`config.mk`:
```
export PLATFORM = sky130hd
export DESIGN_NAME = usb_dev_ctrl
export DESIGN_NICKNAME = d
export VERILOG_FILES = /design/src/rtl/usb_pkg.sv /design/src/rtl/usb_line_mon.sv /design/src/rtl/usb_dev_ctrl.sv
export SDC_FILE = /design/constraint.sdc
export NUM_CORES = 1
export LEC_CHECK = 0
export ABC_AREA = 1
export CAP_MARGIN = 20
export CORE_ASPECT_RATIO = 1.5
export CORE_MARGIN = 1
export CORE_UTILIZATION = 40
export CTS_BUF_LIST = sky130_fd_sc_hd__clkbuf_4
export DETAILED_ROUTE_END_ITERATION = 10
export PLACE_DENSITY_LB_ADDON = 0.1
export SYNTH_ARGS = -nofsm -noshare
export SYNTH_HDL_FRONTEND = slang
export SYNTH_SLANG_ARGS = --single-unit
export TNS_END_PERCENT = 50
```
`constraint.sdc`:
```
create_clock -name clk -period 2 [get_ports clk]
set_input_delay 0.4 -clock clk [delete_from_list [all_inputs] [get_ports clk]]
set_output_delay 0.4 -clock clk [all_outputs]
set_load 0.05 [all_outputs]
```
`src/rtl/usb_pkg.sv`:
```
// Shared USB device-controller types: frontend line states, device states,
// and the rule for how an applied SET_ADDRESS moves the device state.
package usb_pkg;

  typedef enum logic [1:0] {
    SE0 = 2'b00,
    J   = 2'b01,
    K   = 2'b10,
    SE1 = 2'b11
  } usb_linestate_t;

  typedef enum logic [1:0] {
    POWERED    = 2'd0,
    DEFAULT    = 2'd1,
    ADDRESS    = 2'd2,
    CONFIGURED = 2'd3
  } usb_dev_state_t;

  // Width of the idle-J counter; saturates at all ones.
  localparam int JCNT_W = 18;

  // Device state after a pending SET_ADDRESS is committed at its status stage.
  // CONFIGURED keeps its state; only the address changes.
  function automatic usb_dev_state_t addr_apply_state(input usb_dev_state_t s,
                                                      input logic [6:0]     a);
    case (s)
      DEFAULT: return (a != 7'd0) ? ADDRESS : DEFAULT;
      ADDRESS: return (a == 7'd0) ? DEFAULT : ADDRESS;
      default: return s;
    endcase
  endfunction

endpackage

```
`src/rtl/usb_line_mon.sv`:
```
// Line-timing monitor: qualifies bus reset from consecutive SE0 cycles and
// idle (suspend) from consecutive J cycles. Both outputs are registered.
module usb_line_mon
  import usb_pkg::*;
#(
  parameter int RESET_CYC = 120,
  parameter int SUSP_CYC  = 144000
) (
  input  logic           clk,
  input  logic           rst,
  input  usb_linestate_t linestate,
  output logic           bus_reset,
  output logic           idle_timeout
);

  localparam int SE0_W = $clog2(RESET_CYC + 1);

  logic [SE0_W-1:0]  r_se0_cnt;
  logic [JCNT_W-1:0] r_j_cnt;
  logic              r_bus_reset;
  logic              r_idle;
  logic              w_se0;
  logic              w_j;

  assign w_se0        = (linestate == SE0);
  assign w_j          = (linestate == J);
  assign bus_reset    = r_bus_reset;
  assign idle_timeout = r_idle;

  // SE0 run length; the counter parks at RESET_CYC so the pulse fires once per SE0 run.
  always_ff @(posedge clk or negedge rst) begin
    if (!rst) begin
      r_se0_cnt   <= '0;
      r_bus_reset <= 1'b0;
    end else if (w_se0) begin
      r_bus_reset <= (r_se0_cnt == SE0_W'(RESET_CYC - 1));
      if (r_se0_cnt != SE0_W'(RESET_CYC))
        r_se0_cnt <= r_se0_cnt + SE0_W'(1);
    end else begin
      r_se0_cnt   <= '0;
      r_bus_reset <= 1'b0;
    end
  end

  // Idle-J run length; the level drops the cycle after any non-J line state (K, SE0, SE1).
  always_ff @(posedge clk or negedge rst) begin
    if (!rst) begin
      r_j_cnt <= '0;
      r_idle  <= 1'b0;
    end else if (w_j) begin
      r_idle <= (r_j_cnt >= JCNT_W'(SUSP_CYC - 1));
      if (r_j_cnt != '1)
        r_j_cnt <= r_j_cnt + JCNT_W'(1);
    end else begin
      r_j_cnt <= '0;
      r_idle  <= 1'b0;
    end
  end

endmodule

```
`src/rtl/usb_dev_ctrl.sv`:
```
// USB device state controller: tracks POWERED/DEFAULT/ADDRESS/CONFIGURED,
// the device address (committed at the status stage) and configuration value.
// Suspend is an orthogonal flag supplied by the line monitor.
module usb_dev_ctrl
  import usb_pkg::*;
#(
  parameter int RESET_CYC = 120,
  parameter int SUSP_CYC  = 144000
) (
  input  logic           clk,
  input  logic           rst,
  input  usb_linestate_t linestate,
  input  logic           addr_set_req,
  input  logic [6:0]     addr_val,
  input  logic           cfg_set_req,
  input  logic [7:0]     cfg_val,
  input  logic           status_ack,
  output logic [6:0]     dev_addr,
  output logic [7:0]     dev_cfg,
  output usb_dev_state_t dev_state,
  output logic           suspend,
  output logic           bus_reset
);

  usb_dev_state_t r_state;
  logic [6:0]     r_addr;
  logic [7:0]     r_cfg;
  logic [6:0]     r_pend_addr;
  logic           r_pend_vld;
  logic           w_bus_reset;
  logic           w_idle_timeout;
  logic           w_sie_en;
  logic           w_apply_addr;

  usb_line_mon #(
    .RESET_CYC (RESET_CYC),
    .SUSP_CYC  (SUSP_CYC)
  ) u_line_mon (
    .clk          (clk),
    .rst          (rst),
    .linestate    (linestate),
    .bus_reset    (w_bus_reset),
    .idle_timeout (w_idle_timeout)
  );

  // SIE requests are meaningless until the host has reset the device.
  assign w_sie_en     = (r_state != POWERED);
  // A new SET_ADDRESS in the same cycle as a status ACK only replaces the pending value.
  assign w_apply_addr = w_sie_en && status_ack && r_pend_vld && !addr_set_req;

  assign dev_addr  = r_addr;
  assign dev_cfg   = r_cfg;
  assign dev_state = r_state;
  assign suspend   = w_idle_timeout;
  assign bus_reset = w_bus_reset;

  // Device state machine; bus reset overrides any same-cycle SIE request.
  always_ff @(posedge clk or negedge rst) begin
    if (!rst) begin
      r_state     <= POWERED;
      r_addr      <= '0;
      r_cfg       <= '0;
      r_pend_addr <= '0;
      r_pend_vld  <= 1'b0;
    end else if (w_bus_reset) begin
      r_state    <= DEFAULT;
      r_addr     <= '0;
      r_cfg      <= '0;
      r_pend_vld <= 1'b0;
    end else if (w_sie_en) begin
      if (addr_set_req) begin
        r_pend_addr <= addr_val;
        r_pend_vld  <= 1'b1;
      end else if (w_apply_addr) begin
        r_addr     <= r_pend_addr;
        r_pend_vld <= 1'b0;
        r_state    <= addr_apply_state(r_state, r_pend_addr);
      end
      // A committed address change takes the state this cycle; a colliding config request is dropped.
      if (cfg_set_req && !w_apply_addr) begin
        case (r_state)
          ADDRESS: begin
            if (cfg_val != 8'd0) begin
              r_state <= CONFIGURED;
              r_cfg   <= cfg_val;
            end
          end
          CONFIGURED: begin
            if (cfg_val == 8'd0) begin
              r_state <= ADDRESS;
              r_cfg   <= '0;
            end else begin
              r_cfg <= cfg_val;
            end
          end
          default: ;
        endcase
      end
    end
  end

endmodule

```
After elaboration in Yosys (flattened, before gate mapping)

Cells that the tools add are included.

Memories kept: 0
Bits in registers: 52
ROM bits: 0
RAM bits: 0
Output and inout bits: 19
Bits in latches: 0

Magnitude comparators: 1
Equal/unequal tests: 11
$mul: 0
Bitwise logic cells: 1
Muxes and demuxes: 31
Div/mod/pow operators: 0
Reduce and logical (&&, ||, !) cells: 21
Shifts and indexed selects: 0
$add $sub $neg: 2

Operators with widths:

| operator                                       | number |
|---|---|
| 2-to-1 mux 7 bit                               | 6 |
| 2-to-1 mux 8 bit                               | 5 |
| 2-to-1 mux 18 bit                              | 2 |
| adder 18 x 1 -> 18 bit (second input constant) | 1 |
| >= comparator 18 bit (second input constant)   | 1 |
| 2-to-1 mux 2 bit                               | 9 |
| != test 18 bit (second input constant)         | 1 |
| case mux 8 bit (2 select lines)                | 1 |
| zero test 8 bit                                | 1 |
| case mux 2 bit (2 select lines)                | 2 |
| nonzero test 2 bit                             | 4 |
| nonzero test 8 bit                             | 1 |
| adder 7 x 1 -> 7 bit (second input constant)   | 1 |
| == test 7 bit (second input constant)          | 1 |
| zero test 7 bit                                | 1 |
| != test 7 bit (second input constant)          | 1 |
| nonzero test 7 bit                             | 1 |
| 2-to-1 mux 1 bit                               | 6 |
| AND reduction 3 bit                            | 2 |
| nonzero test 3 bit                             | 2 |
| == test 2 x 1 -> 1 bit (second input constant) | 2 |
| == test 2 bit (second input constant)          | 2 |
| logical AND 1 bit                              | 4 |
| != test 2 bit (second input constant)          | 2 |
| other kinds (7)                                | 8 |

Depth between registers and ports, before layout

Word-level depth: 11
Mapped depth: 10
Gate-level depth less buffers: 10

By module

From an unflattened synthesis, not the netlist that was laid out.

Cell total of the unflattened synthesis: 374
Area total of the unflattened synthesis: 2,889.0 µm²

By module, submodules not included:

| module       | instances | cells each | sequential area each (µm²) | area an instance (µm²) |
|---|---|---|---|---|
| usb_line_mon | 1         | 217        | 675.6                      | 1,611.5 |
| usb_dev_ctrl | 1         | 157        | 625.6                      | 1,277.5 |

Least setup slack after synthesis

OpenSTA, ideal clock, no wires.

Path type: reg-to-reg
Start: reg r_state[0], in the netlist dev_state[0]
End: reg r_cfg[5], in the netlist dev_cfg[5]
Stages on the path, launching flop included: 11
Arrival time: 1.918 ns
Path slack: 0.008 ns
Setup time: 0.074 ns
Cells stage by stage: dfrtp_1 inv_1 ha_1 nor2_2 nand2_2 nand2_1 o21ai_1 nand3_2 buf_6 nand2_1 o21ai_2

Word-level cells in the longest chain between the ends: 8
Elaborated cells between the ends (all ways): 17
Those cells by class: eq/ne (3); mux (4); reduce/logical (10)

Ends and longest elaborated chain:

| element                              | line               | source |
|---|---|---|
| start: declaration                   | usb_dev_ctrl.sv:25 | `usb_dev_state_t r_state;` |
| start signal: assignment             | usb_dev_ctrl.sv:77 | `r_state <= addr_apply_state(r_state, r_pend_addr);` |
| nonzero test 2 bit                   | usb_dev_ctrl.sv:47 | `assign w_sie_en = (r_state != POWERED);` |
| logical AND 1 bit (3 in a row)       | usb_dev_ctrl.sv:49 | `assign w_apply_addr = w_sie_en && status_ack && r_pend_vld && !addr_set_req;` |
| zero test 1 bit                      | usb_dev_ctrl.sv:80 | `if (cfg_set_req && !w_apply_addr) begin` |
| logical AND 1 bit                    | usb_dev_ctrl.sv:80 |  |
| nonzero test 2 bit (no source line)  | n/a                |  |
| AND reduction 4 bit (no source line) | n/a                |  |
| end signal: assignment               | usb_dev_ctrl.sv:85 | `r_cfg <= cfg_val;` |
| end signal: assignment               | usb_dev_ctrl.sv:93 | `r_cfg <= cfg_val;` |
| end: declaration                     | usb_dev_ctrl.sv:27 | `logic [7:0] r_cfg;` |

Parallel ways exist; a longest one is shown, timed or not. The select of a mux whose other input is x is not followed.
A chain may end at the register's enable or synchronous reset.

Final worst setup path

Start: reg r_cfg[0], in the netlist dev_cfg[0]
End: out dev_cfg[0]

RTL lines:

| element          | line               | source |
|---|---|---|
| end: declaration | usb_dev_ctrl.sv:19 | `output logic [7:0] dev_cfg,` |

No word-level cell between the ends.

==> run metrics <==
r2r startpoint u_line_mon.r_j_cnt[0]; largest cells by area after synthesis dfrtp_1 (47%), nand2_1 (11%), nand3_1 (7.3%); Yosys warning total 0; DR WL met2 3170 um; Hold Path Stages 1; multi-input logic area about 1300 um^2; Tcrit/Tclk final 0.964; mean post-synth cell area slightly below 8 um^2; Worst path top cell family by delay buffers and inverters; DR WL/cell 12.7 um; Die Y about 100 um; Static Leak around 1.8 nW; met3 WL around 240 um; DRC 0; Worst-Skew Late Latency approximately 0.37 ns; Final setup viols 0; row cnt 36; worst min-delay path class reg -> reg; Clock Tree Root clkbuf_4; vias in the first global route approximately 2,500; hold path endpoint u_line_mon.bus_reset; grt total ovfl 0; Max-slew headroom 0.663; DRT iter0 DRCs 129; Critical Path RT approximately 1.6 ns; CTS H-tree depth 2; largest net degree at the start of global routing 53; CP peak stage delay 0.80 ns; Final nets 438; Hold Crit Start u_line_mon.r_se0_cnt[3]; I/O pin total 41; Reg area 1300 um^2; crit-path max FO 2; crit path kind reg -> out; power density over the cells about 1000 nW/um^2; overall power between 3 and 4 mW; status completed; Post-Route M1 WL 2650 um; r2r endpoint u_line_mon.r_j_cnt[1]; gr usage total 0.188; Routed Antenna Nets 0; Routed Wire Length 6190 um; post-synth net total roughly 390; TritonCTS clock tree done; die width approximately 70 um; fin crit period around 1.9 ns; post-synthesis instance area approximately 2800 um^2; fillers 645; leading area contributor after synthesis dfrtp_1; Clock Sinks 52; final slew viol count 0; MaxCap Viol Count 0; sequential share of the synthesized area 0.466; Core Footprint between 6000 and 7000 um^2; top cell type's share of synthesized area 0.466; startpoint types register; synthesized instance count approximately 360; routability congestion estimate 0.897; RSZ-0062 raised after global routing false; Fmax achieved roughly 520 MHz; critical path endpoint category output pin; CTS max path bufs 2; post-synth cell types 33; DP Wirelength about 4600 um; #FFs+latches synth between 50 and 60; top layer reached by signal wires met4; Crit. path cell count 1; setup TNS 0 ns; skew final around 0.015 ns; Hold Vio Cnt, Final 0; Antenna Cells 0; crit path DAT between 1.5 and 2 ns; CP cell instances clkdlybuf4s50_1; # Post-CTS Setup Buffers 0; Critical-path top delay cell clkdlybuf4s50_1; DRT Pass-1 Iters 4; Die ar. ~7300 um^2; Vias/cell 5.14; initial antenna violation count 0; Area growth syn-to-layout 23.2%; Initial Util 0.422; port bufs 40; Vias 2,497; final core occ 0.520; CTS Buf Count 5; Max IR drop VDD about 0.00033 V; Reg clk slew, reported paths approximately 0.14 ns; share of cells above drive strength 1 0.105; worst slew pin tran 0.505 ns; buffers and inverters on the worst path 1; first-pass GRT wire length between 10,000 and 15,000 um; reg-to-reg slack, setup around 0.26 ns; Reg2Reg Depth 8
layer usage:
layer | vias up | global-route usage
met5 | - | 0
met4 | 0 | 0.0614
met3 | 14 | 0.0320
met2 | 64 | 0.327
met1 | 1155 | 0.233
li1 | 1264 | -
registers in the layout (all words and copies together), names as in the netlist:
| signal | cells |
|---|---|
| dev_addr | 7 |
| dev_cfg | 8 |
| dev_state | 2 |
| r_pend_addr | 7 |
| r_pend_vld | 1 |
| u_line_mon.bus_reset | 1 |
| u_line_mon.idle_timeout | 1 |
| u_line_mon.r_j_cnt | 18 |
| u_line_mon.r_se0_cnt | 7 |
worst max-delay path by stage:
stage                   to          from  slack (ns)
5_1_grt         dev_cfg[0]    dev_cfg[0]       0.003
6_report        dev_cfg[0]    dev_cfg[0]        0.07
2_1_floorplan   dev_cfg[5]  dev_state[0]       0.008
3_3_place_gp    dev_cfg[3]  addr_set_req        0.24
4_1_cts        dev_addr[4]   dev_addr[4]        0.02
3_5_place_dp    dev_cfg[5]  addr_set_req        0.21
cell usage in the layout, fill, tap and decap left out, types with 2 or more instances in the layout:
cell type / count
nand3_2: 3
nor2_2: 2
dlygate4sd2_1: 3
a21oi_1: 14
nor3_1: 8
o21ai_0: 14
ha_1: 7
o21ai_2: 8
or2_2: 5
buf_4: 8
nand4_1: 9
nand3_1: 41
clkdlybuf4s50_1: 23
nand2_1: 85
inv_1: 40
clkbuf_4: 6
nor4_1: 2
a31o_2: 2
buf_12: 2
nor2_1: 45
clkinv_1: 2
dfrtp_1: 52
dlymetal6s2s_1: 13
power breakdown:
part	internal, mW	switching (mW)
Sequential	1.27	0.117
Combinational	0.547	1.04
Clock	0.148	0.332
Total	1.97	1.48
layout make-up:
class	count	area share
inverter	41	0.0447
clock buffer	6	0.0131
timing repair buffer	51	0.155
clock inverter	2	0.00327
tap	76	0.0276
sequential	52	0.378
multi-input combinational	258	0.378
kinds of logic after synthesis:
family / share of synthesized area
buffers and inverters: 0.0690
multiplexers: 0.00403
AND/OR/NAND/NOR: 0.333
flip-flops: 0.466
adder cells (fa/ha/maj): 0.0313
AO/OA/AOI/OAI: 0.0909
XOR/XNOR: 0.00627
through the flow:
stage | hold slack, ns | worst slack, ns | area (um^2) | cells
floorplan | 0.104 | 0.00765 | 2790 | 357
finish | 0.492 | 0.0715 | 3440 | 486
global placement | 0.418 | 0.244 | 3350 | 477
detailed placement | 0.418 | 0.213 | 3350 | 477
CTS | 0.489 | 0.0173 | 3410 | 486
global route | 0.526 | 0.00337 | 3440 | 486
cells in the mapped netlist:
library cell	instances
and2_1	1
buf_6	2
xor2_1	1
nand3_2	3
nand4_2	1
o31ai_1	1
mux2_2	1
inv_1	40
a31oi_1	1
nor2_2	2
nor2_1	45
buf_2	1
nand3b_1	1
dfrtp_1	52
nor4_1	2
nor2_4	1
nand2_2	1
o21ai_0	14
a31o_2	2
o21ai_2	8
nor3_2	1
o21ai_1	1
a21oi_1	14
nand4_1	9
or2_2	5
nand2_1	85
nor3_1	8
nand3_1	41
clkbuf_1	3
a21boi_0	1
xnor2_1	1
ha_1	7
clkinv_1	1
repair_timing:
action | CTS | global route
resized for setup | 3 | 13
hold buffers | 1 | 0
endpoints found under the hold margin | 15 | 0
setup endpoints to repair | 3 | 13
(Power assumes the default switching activity.)
